$ cat src/rtl/sc_vel_multi_if.sv
// -----------------------------------------------------------------------------
// sc_vel_multi_if
// Control/tick bundle for the multi-channel speed-tick generator.
//   SC_VELM_HAB_IN   global enable (0 freezes prescaler and channels)
//   SC_VELM_CLEAR    synchronous clear of prescaler and channel counters
//   SC_VELM_CH_EN    per-channel run enable
//   SC_VELM_WR_EN    period write strobe
//   SC_VELM_WR_ADDR  channel index of the write
//   SC_VELM_WR_DATA  new period (0 = channel off)
//   SC_VELM_TICK     registered one-clock tick per channel (generator output)
//   SC_VELM_LEVEL    speed-up shift, present only with SC_VELM_LEVEL_SPEEDUP_EN
// master = game logic side, slave = generator side.
// -----------------------------------------------------------------------------
interface sc_vel_multi_if #(
    parameter int NUM_CH        = 4,
    parameter int ADDR_WIDTH    = 2,
    parameter int VEL_DATAWIDTH = 8
);
    logic                     SC_VELM_HAB_IN;
    logic                     SC_VELM_CLEAR;
    logic [NUM_CH-1:0]        SC_VELM_CH_EN;
    logic                     SC_VELM_WR_EN;
    logic [ADDR_WIDTH-1:0]    SC_VELM_WR_ADDR;
    logic [VEL_DATAWIDTH-1:0] SC_VELM_WR_DATA;
    logic [NUM_CH-1:0]        SC_VELM_TICK;
`ifdef SC_VELM_LEVEL_SPEEDUP_EN
    logic [1:0]               SC_VELM_LEVEL;

    modport master (
        output SC_VELM_HAB_IN, SC_VELM_CLEAR, SC_VELM_CH_EN,
               SC_VELM_WR_EN, SC_VELM_WR_ADDR, SC_VELM_WR_DATA, SC_VELM_LEVEL,
        input  SC_VELM_TICK
    );
    modport slave (
        input  SC_VELM_HAB_IN, SC_VELM_CLEAR, SC_VELM_CH_EN,
               SC_VELM_WR_EN, SC_VELM_WR_ADDR, SC_VELM_WR_DATA, SC_VELM_LEVEL,
        output SC_VELM_TICK
    );
`else
    modport master (
        output SC_VELM_HAB_IN, SC_VELM_CLEAR, SC_VELM_CH_EN,
               SC_VELM_WR_EN, SC_VELM_WR_ADDR, SC_VELM_WR_DATA,
        input  SC_VELM_TICK
    );
    modport slave (
        input  SC_VELM_HAB_IN, SC_VELM_CLEAR, SC_VELM_CH_EN,
               SC_VELM_WR_EN, SC_VELM_WR_ADDR, SC_VELM_WR_DATA,
        output SC_VELM_TICK
    );
`endif
endinterface

$ cat src/rtl/sc_vel_multi.sv
// -----------------------------------------------------------------------------
// sc_vel_multi
// Multi-channel, run-time programmable speed-tick generator for the lanes.
// A shared prescaler turns SC_VELM_CLOCK_50 into a base strobe; each channel
// counts strobes and emits a registered one-clock tick every PERIOD[i] strobes.
// Ports:
//   SC_VELM_CLOCK_50  system clock
//   SC_VELM_RESET     asynchronous, active-high reset
//   bus               sc_vel_multi_if.slave (enables, clear, write port, ticks)
// Optional feature: define SC_VELM_LEVEL_SPEEDUP_EN to add SC_VELM_LEVEL;
// the reload then becomes max(PER >> LEVEL, 1) - 1.
// The interface instance must use the same NUM_CH/ADDR_WIDTH/VEL_DATAWIDTH.
// -----------------------------------------------------------------------------
module sc_vel_multi #(
    parameter int NUM_CH         = 4,
    parameter int ADDR_WIDTH     = 2,
    parameter int VEL_DATAWIDTH  = 8,
    parameter int PRESC_WIDTH    = 16,
    parameter int PRESC_DIV      = 50000,
    parameter int DEFAULT_PERIOD = 3
) (
    input logic          SC_VELM_CLOCK_50,
    input logic          SC_VELM_RESET,
    sc_vel_multi_if.slave bus
);
    localparam logic [PRESC_WIDTH-1:0]   PRESC_LAST = PRESC_WIDTH'(PRESC_DIV - 1);
    localparam logic [VEL_DATAWIDTH-1:0] ONE        = VEL_DATAWIDTH'(1);
    localparam logic [VEL_DATAWIDTH-1:0] PER_RESET  = VEL_DATAWIDTH'(DEFAULT_PERIOD);

    logic [PRESC_WIDTH-1:0]   presc;
    logic                     strobe;
    logic [VEL_DATAWIDTH-1:0] per    [NUM_CH];
    logic [VEL_DATAWIDTH-1:0] cnt    [NUM_CH];
    logic [VEL_DATAWIDTH-1:0] reload [NUM_CH];
    logic [NUM_CH-1:0]        tick;

    // Strobe only exists while enabled; a frozen prescaler sitting on the
    // last value must not keep firing.
    assign strobe = bus.SC_VELM_HAB_IN && (presc == PRESC_LAST);

    // NOTE: sequential state uses non-blocking assignments so every register
    // samples pre-edge values; blocking here would chain updates within an edge.
    always_ff @(posedge SC_VELM_CLOCK_50 or posedge SC_VELM_RESET) begin
        if (SC_VELM_RESET) begin
            presc <= '0;
        end else if (bus.SC_VELM_CLEAR) begin
            presc <= '0;
        end else if (bus.SC_VELM_HAB_IN) begin
            presc <= (presc == PRESC_LAST) ? '0 : presc + PRESC_WIDTH'(1);
        end
    end

    // Reload value per channel, computed from the period currently held, so a
    // write landing on the same edge as a reload only affects the next one.
    // NOTE: every always_comb output gets a value on every path (here the
    // loop covers all entries unconditionally), so no latch is inferred.
    always_comb begin
        for (int i = 0; i < NUM_CH; i++) begin
`ifdef SC_VELM_LEVEL_SPEEDUP_EN
            reload[i] = per[i] >> bus.SC_VELM_LEVEL;
            if (reload[i] == '0) begin
                reload[i] = ONE;
            end
            reload[i] = reload[i] - ONE;
`else
            reload[i] = per[i] - ONE;
`endif
        end
    end

    // NOTE: the period file is small and must come up at DEFAULT_PERIOD, so it
    // is reset like ordinary flops rather than left as an uninitialised memory.
    always_ff @(posedge SC_VELM_CLOCK_50 or posedge SC_VELM_RESET) begin
        if (SC_VELM_RESET) begin
            tick <= '0;
            for (int i = 0; i < NUM_CH; i++) begin
                per[i] <= PER_RESET;
                cnt[i] <= '0;
            end
        end else begin
            tick <= '0;
            for (int i = 0; i < NUM_CH; i++) begin
                // Out-of-range addresses match no channel and are dropped.
                if (bus.SC_VELM_WR_EN && (bus.SC_VELM_WR_ADDR == ADDR_WIDTH'(i))) begin
                    per[i] <= bus.SC_VELM_WR_DATA;
                end
                if (bus.SC_VELM_CLEAR || (per[i] == '0)) begin
                    // Clear re-phases; period 0 parks the counter at 0 so the
                    // channel ticks on the first strobe after it is re-armed.
                    cnt[i] <= '0;
                end else if (strobe && bus.SC_VELM_CH_EN[i]) begin
                    if (cnt[i] == '0) begin
                        tick[i] <= 1'b1;
                        cnt[i]  <= reload[i];
                    end else begin
                        cnt[i] <= cnt[i] - ONE;
                    end
                end
            end
        end
    end

    assign bus.SC_VELM_TICK = tick;

endmodule
$ cat src/flat_wrapper.sv
// flat-port wrapper written by rule: the top's interface ports become plain ports
module sc_vel_multi_flat 
#(
    parameter int NUM_CH         = 4,
    parameter int ADDR_WIDTH     = 2,
    parameter int VEL_DATAWIDTH  = 8,
    parameter int PRESC_WIDTH    = 16,
    parameter int PRESC_DIV      = 50000,
    parameter int DEFAULT_PERIOD = 3
)
  (SC_VELM_CLOCK_50, SC_VELM_RESET, bus_SC_VELM_HAB_IN, bus_SC_VELM_CLEAR, bus_SC_VELM_CH_EN, bus_SC_VELM_WR_EN, bus_SC_VELM_WR_ADDR, bus_SC_VELM_WR_DATA, bus_SC_VELM_TICK);
  sc_vel_multi_if #(.NUM_CH(NUM_CH), .ADDR_WIDTH(ADDR_WIDTH), .VEL_DATAWIDTH(VEL_DATAWIDTH)) bus_i ();
  input logic SC_VELM_CLOCK_50;
  input logic SC_VELM_RESET;
  input wire logic [$bits(bus_i.SC_VELM_HAB_IN)-1:0] bus_SC_VELM_HAB_IN;
  input wire logic [$bits(bus_i.SC_VELM_CLEAR)-1:0] bus_SC_VELM_CLEAR;
  input wire logic [$bits(bus_i.SC_VELM_CH_EN)-1:0] bus_SC_VELM_CH_EN;
  input wire logic [$bits(bus_i.SC_VELM_WR_EN)-1:0] bus_SC_VELM_WR_EN;
  input wire logic [$bits(bus_i.SC_VELM_WR_ADDR)-1:0] bus_SC_VELM_WR_ADDR;
  input wire logic [$bits(bus_i.SC_VELM_WR_DATA)-1:0] bus_SC_VELM_WR_DATA;
  output wire logic [$bits(bus_i.SC_VELM_TICK)-1:0] bus_SC_VELM_TICK;
  assign bus_i.SC_VELM_HAB_IN = bus_SC_VELM_HAB_IN;
  assign bus_i.SC_VELM_CLEAR = bus_SC_VELM_CLEAR;
  assign bus_i.SC_VELM_CH_EN = bus_SC_VELM_CH_EN;
  assign bus_i.SC_VELM_WR_EN = bus_SC_VELM_WR_EN;
  assign bus_i.SC_VELM_WR_ADDR = bus_SC_VELM_WR_ADDR;
  assign bus_i.SC_VELM_WR_DATA = bus_SC_VELM_WR_DATA;
  assign bus_SC_VELM_TICK = bus_i.SC_VELM_TICK;
  sc_vel_multi #(.NUM_CH(NUM_CH), .ADDR_WIDTH(ADDR_WIDTH), .VEL_DATAWIDTH(VEL_DATAWIDTH), .PRESC_WIDTH(PRESC_WIDTH), .PRESC_DIV(PRESC_DIV), .DEFAULT_PERIOD(DEFAULT_PERIOD)) u_core (.SC_VELM_CLOCK_50(SC_VELM_CLOCK_50), .SC_VELM_RESET(SC_VELM_RESET), .bus(bus_i));
endmodule
$ cat config.mk
export PLATFORM = sky130hd
export DESIGN_NAME = sc_vel_multi_flat
export DESIGN_NICKNAME = d
export VERILOG_FILES = /design/src/rtl/sc_vel_multi_if.sv /design/src/rtl/sc_vel_multi.sv /design/src/flat_wrapper.sv
export SDC_FILE = /design/constraint.sdc
export NUM_CORES = 1
export LEC_CHECK = 0
export CAP_MARGIN = 25
export CELL_PAD_IN_SITES_DETAIL_PLACEMENT = 1
export CELL_PAD_IN_SITES_GLOBAL_PLACEMENT = 2
export CORE_ASPECT_RATIO = 1.4
export CORE_MARGIN = 2
export CORE_UTILIZATION = 43
export CTS_CLUSTER_DIAMETER = 80
export DETAILED_ROUTE_END_ITERATION = 7
export GPL_ROUTABILITY_DRIVEN = 0
export PLACE_DENSITY_LB_ADDON = 0.08
export SLEW_MARGIN = 20
export SYNTH_ARGS = -nofsm -noshare
export SYNTH_HDL_FRONTEND = slang
export SYNTH_SLANG_ARGS = --single-unit
$ cat constraint.sdc
create_clock -name SC_VELM_CLOCK_50 -period 6.7 [get_ports SC_VELM_CLOCK_50]
set_clock_uncertainty 0.15 [all_clocks]
set_input_delay 1.34 -clock SC_VELM_CLOCK_50 [delete_from_list [all_inputs] [get_ports SC_VELM_CLOCK_50]]
set_output_delay 1.34 -clock SC_VELM_CLOCK_50 [all_outputs]
set_load 0.02 [all_outputs]
==> impl_metrics.yaml <==
final_layout:
  nNetsFinal: 510
  syn2layout_area_growth_pct: 13.9
  layout_commonest_cell: "dfrtp_1"
  post-route-cell-area_um2: 5320
  drive_gt1_share_pct: 16.3
  diodes: 0
  final_cell_mix: "dfrtp_1 (76), a21oi_1 (42), mux2_2 (33), nor2_1 (29)"
worst_hold_path:
  holdCritPathClass: "flip-flop to flip-flop"
  min_from: "u_core.cnt[17]$_DFFE_PP0P_"
pwr:
  leakage_nw: 2.20
  powerDensity_nw_per_um2: 240
  peakVddDrop_mv: 0.154
floorplanning:
  chipHeight_um: 127
  initial_core_util_pct: 43.7
  die_w_um: 92.1
  io_pins: 23
  rows: 45
  dieArea_um2: 11700
  coreArea_um2: 10700
synth:
  synth_edf_count: 0
  async_flop_share_pct: 100
  syn_nets: 484
  synth.distinct_cells: 64
  synthCells: 460
  seq_area_frac_synth_pct: 45.2
  ys.flop_type: "dfrtp_1"
  syn-cell-area_um2: 4670
  ys_ff_latch: 84
  syn_avg_cell_area_um2: 10.2
  ys_warn_count: 0
sta:
  rsz0062_at_grt: "no"
  finalCriticalPeriod_ps: 3580
  whs_ps: 368
  hold_viol_final: 0
  setup_viol: 0
  slew_headroom_pct: 42.8
  fmax_mhz: 279
  fin_setup_tns_ps: 0
  fin_crit_sh_pct: 53.5
  worstMarginPinSlew_ps: 858
  slew_viol_final: 0
placed_design:
  placedInstanceArea_um2: 5040
  hpwl_mm: 9.07
  io_buffers: 22
detailed_routing:
  vias: 3834
  drc_errors: 0
  drt_first_iter_violations: 142
  wl_mm: 12.6
  wl_per_cell_um: 19.9
  post_drt_via_cell_ratio: 6.07
  dr.pass1.iters: 4
  ant_nets: 0
clock_network:
  cts_resized: 0
  clock-sinks: 84
  cts_buffer_depth: 2
  holdBufCountCts: 0
  cts-htree-levels: 3
  clk_pin_slew_ps: 60
  cts_buffers: 9
  cts-root-buf: "clkbuf_16"
  post_cts_buffers: 0
  clock_latency_ps: 340
  cts_tree: "built"
setup_path:
  startpoint: "bus_SC_VELM_HAB_IN"
  crit_end: "u_core.cnt[6]$_DFFE_PP0P_"
  critPathKind: "primary input to flip-flop"
  cp-start-kind: "primary input"
  endpoint_kind: "flip-flop"
  cp.arrival_ps: 3690
  r2r_start: "u_core.cnt[27]$_DFFE_PP0P_"
  cp_data_required_time_ps: 6810
  regToRegEndpoint: "u_core.cnt[30]$_DFFE_PP0P_"
  worst-path-max-fanout: 8
  r2r_cells: 9
  regToRegSetupSlack_ps: 3560
grt:
  track_usage_pct: 22.9
  grt_pass1_wl_mm: 21.1
  grt_pass1_vias: 4229
  antenna_found_initial: 0
  overflow: 0
  grt_max_degree: 67
status:
  outcome: "finished clean"
run:
  max-cap-violations: 0
-- metrics by stage --
| stage | instances | setup slack [ps] | power, mW | utilization [%] |
|---|---|---|---|---|
| after floorplan | 460 | 3060 | 0.748 | - |
| after global placement | 616 | 2870 | 0.815 | 47.1 |
| after detailed placement | 616 | 2830 | 0.825 | 47.2 |
| after CTS | 632 | 3170 | 1.29 | 49.7 |
| after global routing | 632 | 3010 | 1.34 | 49.7 |
| final | 632 | 3120 | 1.28 | 49.7 |
-- cells by family (layout without fill, tap and decap cells) --
group	Yosys count	count (layout)	share of synthesized area (%)
AND/OR/NAND/NOR	156	156	19.1
AO/OA/AOI/OAI	132	132	19.1
flip-flops	84	84	45.2
multiplexers	44	44	10.3
buffers and inverters	27	58	2.73
XOR/XNOR	12	12	2.25
adder cells (fa/ha/maj)	5	5	1.34
-- where the power goes --
group          total (mW)  leakage [nW]  internal [mW]  switching (mW)
clock               0.459         0.133          0.251           0.208
combinational       0.208         0.975          0.105           0.103
sequential          0.611          1.09          0.552          0.0585
total                1.28          2.20          0.908           0.369
-- worst min path at each step --
stage                                              end  slack (ps)  cells past startpoint
after CTS                 u_core.presc[15]$_DFFE_PP0P_         370                      1
after global routing      u_core.presc[15]$_DFFE_PP0P_         400                      1
after detailed placement     u_core.cnt[6]$_DFFE_PP0P_         350                      1
after global placement      u_core.cnt[17]$_DFFE_PP0P_         340                      2
final                       u_core.cnt[17]$_DFFE_PP0P_         370                      2
after floorplan           u_core.presc[15]$_DFFE_PP0P_         310                      1
-- synth_stat cells, types with 5 or more instances --
| library cell | count | area (µm²) |
|---|---|---|
| xnor2_1 | 7 | 61.3 |
| o21ai_1 | 12 | 60.1 |
| nor3_1 | 17 | 85.1 |
| inv_1 | 14 | 52.6 |
| nor2_1 | 29 | 109 |
| o21ai_0 | 13 | 65.1 |
| dfstp_2 | 8 | 210 |
| and2_1 | 8 | 50.1 |
| mux2_2 | 33 | 372 |
| nand2_1 | 22 | 82.6 |
| o22ai_1 | 8 | 50.1 |
| xor2_1 | 5 | 43.8 |
| or4_1 | 19 | 143 |
| and3_1 | 5 | 31.3 |
| a21oi_1 | 42 | 210 |
| mux2i_1 | 11 | 110 |
| or3_1 | 6 | 37.5 |
| o2bb2ai_1 | 8 | 70.1 |
| clkbuf_1 | 7 | 26.3 |
| ha_1 | 5 | 62.6 |
| nand4_1 | 8 | 50.1 |
| a22o_1 | 7 | 61.3 |
| dfrtp_1 | 76 | 1900 |
| nor4_1 | 5 | 31.3 |
-- critical path, cell delays in order --
cell and delay (ps):
clkdlybuf4s50_1 680, nor2b_1 590, o311ai_2 320, or2_0 440
o21bai_1 200, o2bb2ai_1 130
-- final cells by class --
type | count | area [µm²]
inverters | 14 | 53.8
repair buffers | 28 | 265
well taps | 141 | 176
clock inverters | 6 | 40.0
multi-input cells | 349 | 2440
fillers | 1207 | 5380
flip-flops and latches | 84 | 2110
clock buffers | 10 | 229
-- state kept, by name, summed over array words and instances (netlist names) --
name and flops:
u_core.cnt 32, u_core.per 32, u_core.presc 16, u_core.bus.SC_VELM_TICK 4
-- layer usage --
layer / GRT usage (%) / routed length, µm
met1: 26.7 / 5340
met2: 42.3 / 6770
met3: 3.77 / 264
met4: 7.64 / 231
met5: 0 / 0
(Power assumes the default switching activity.)
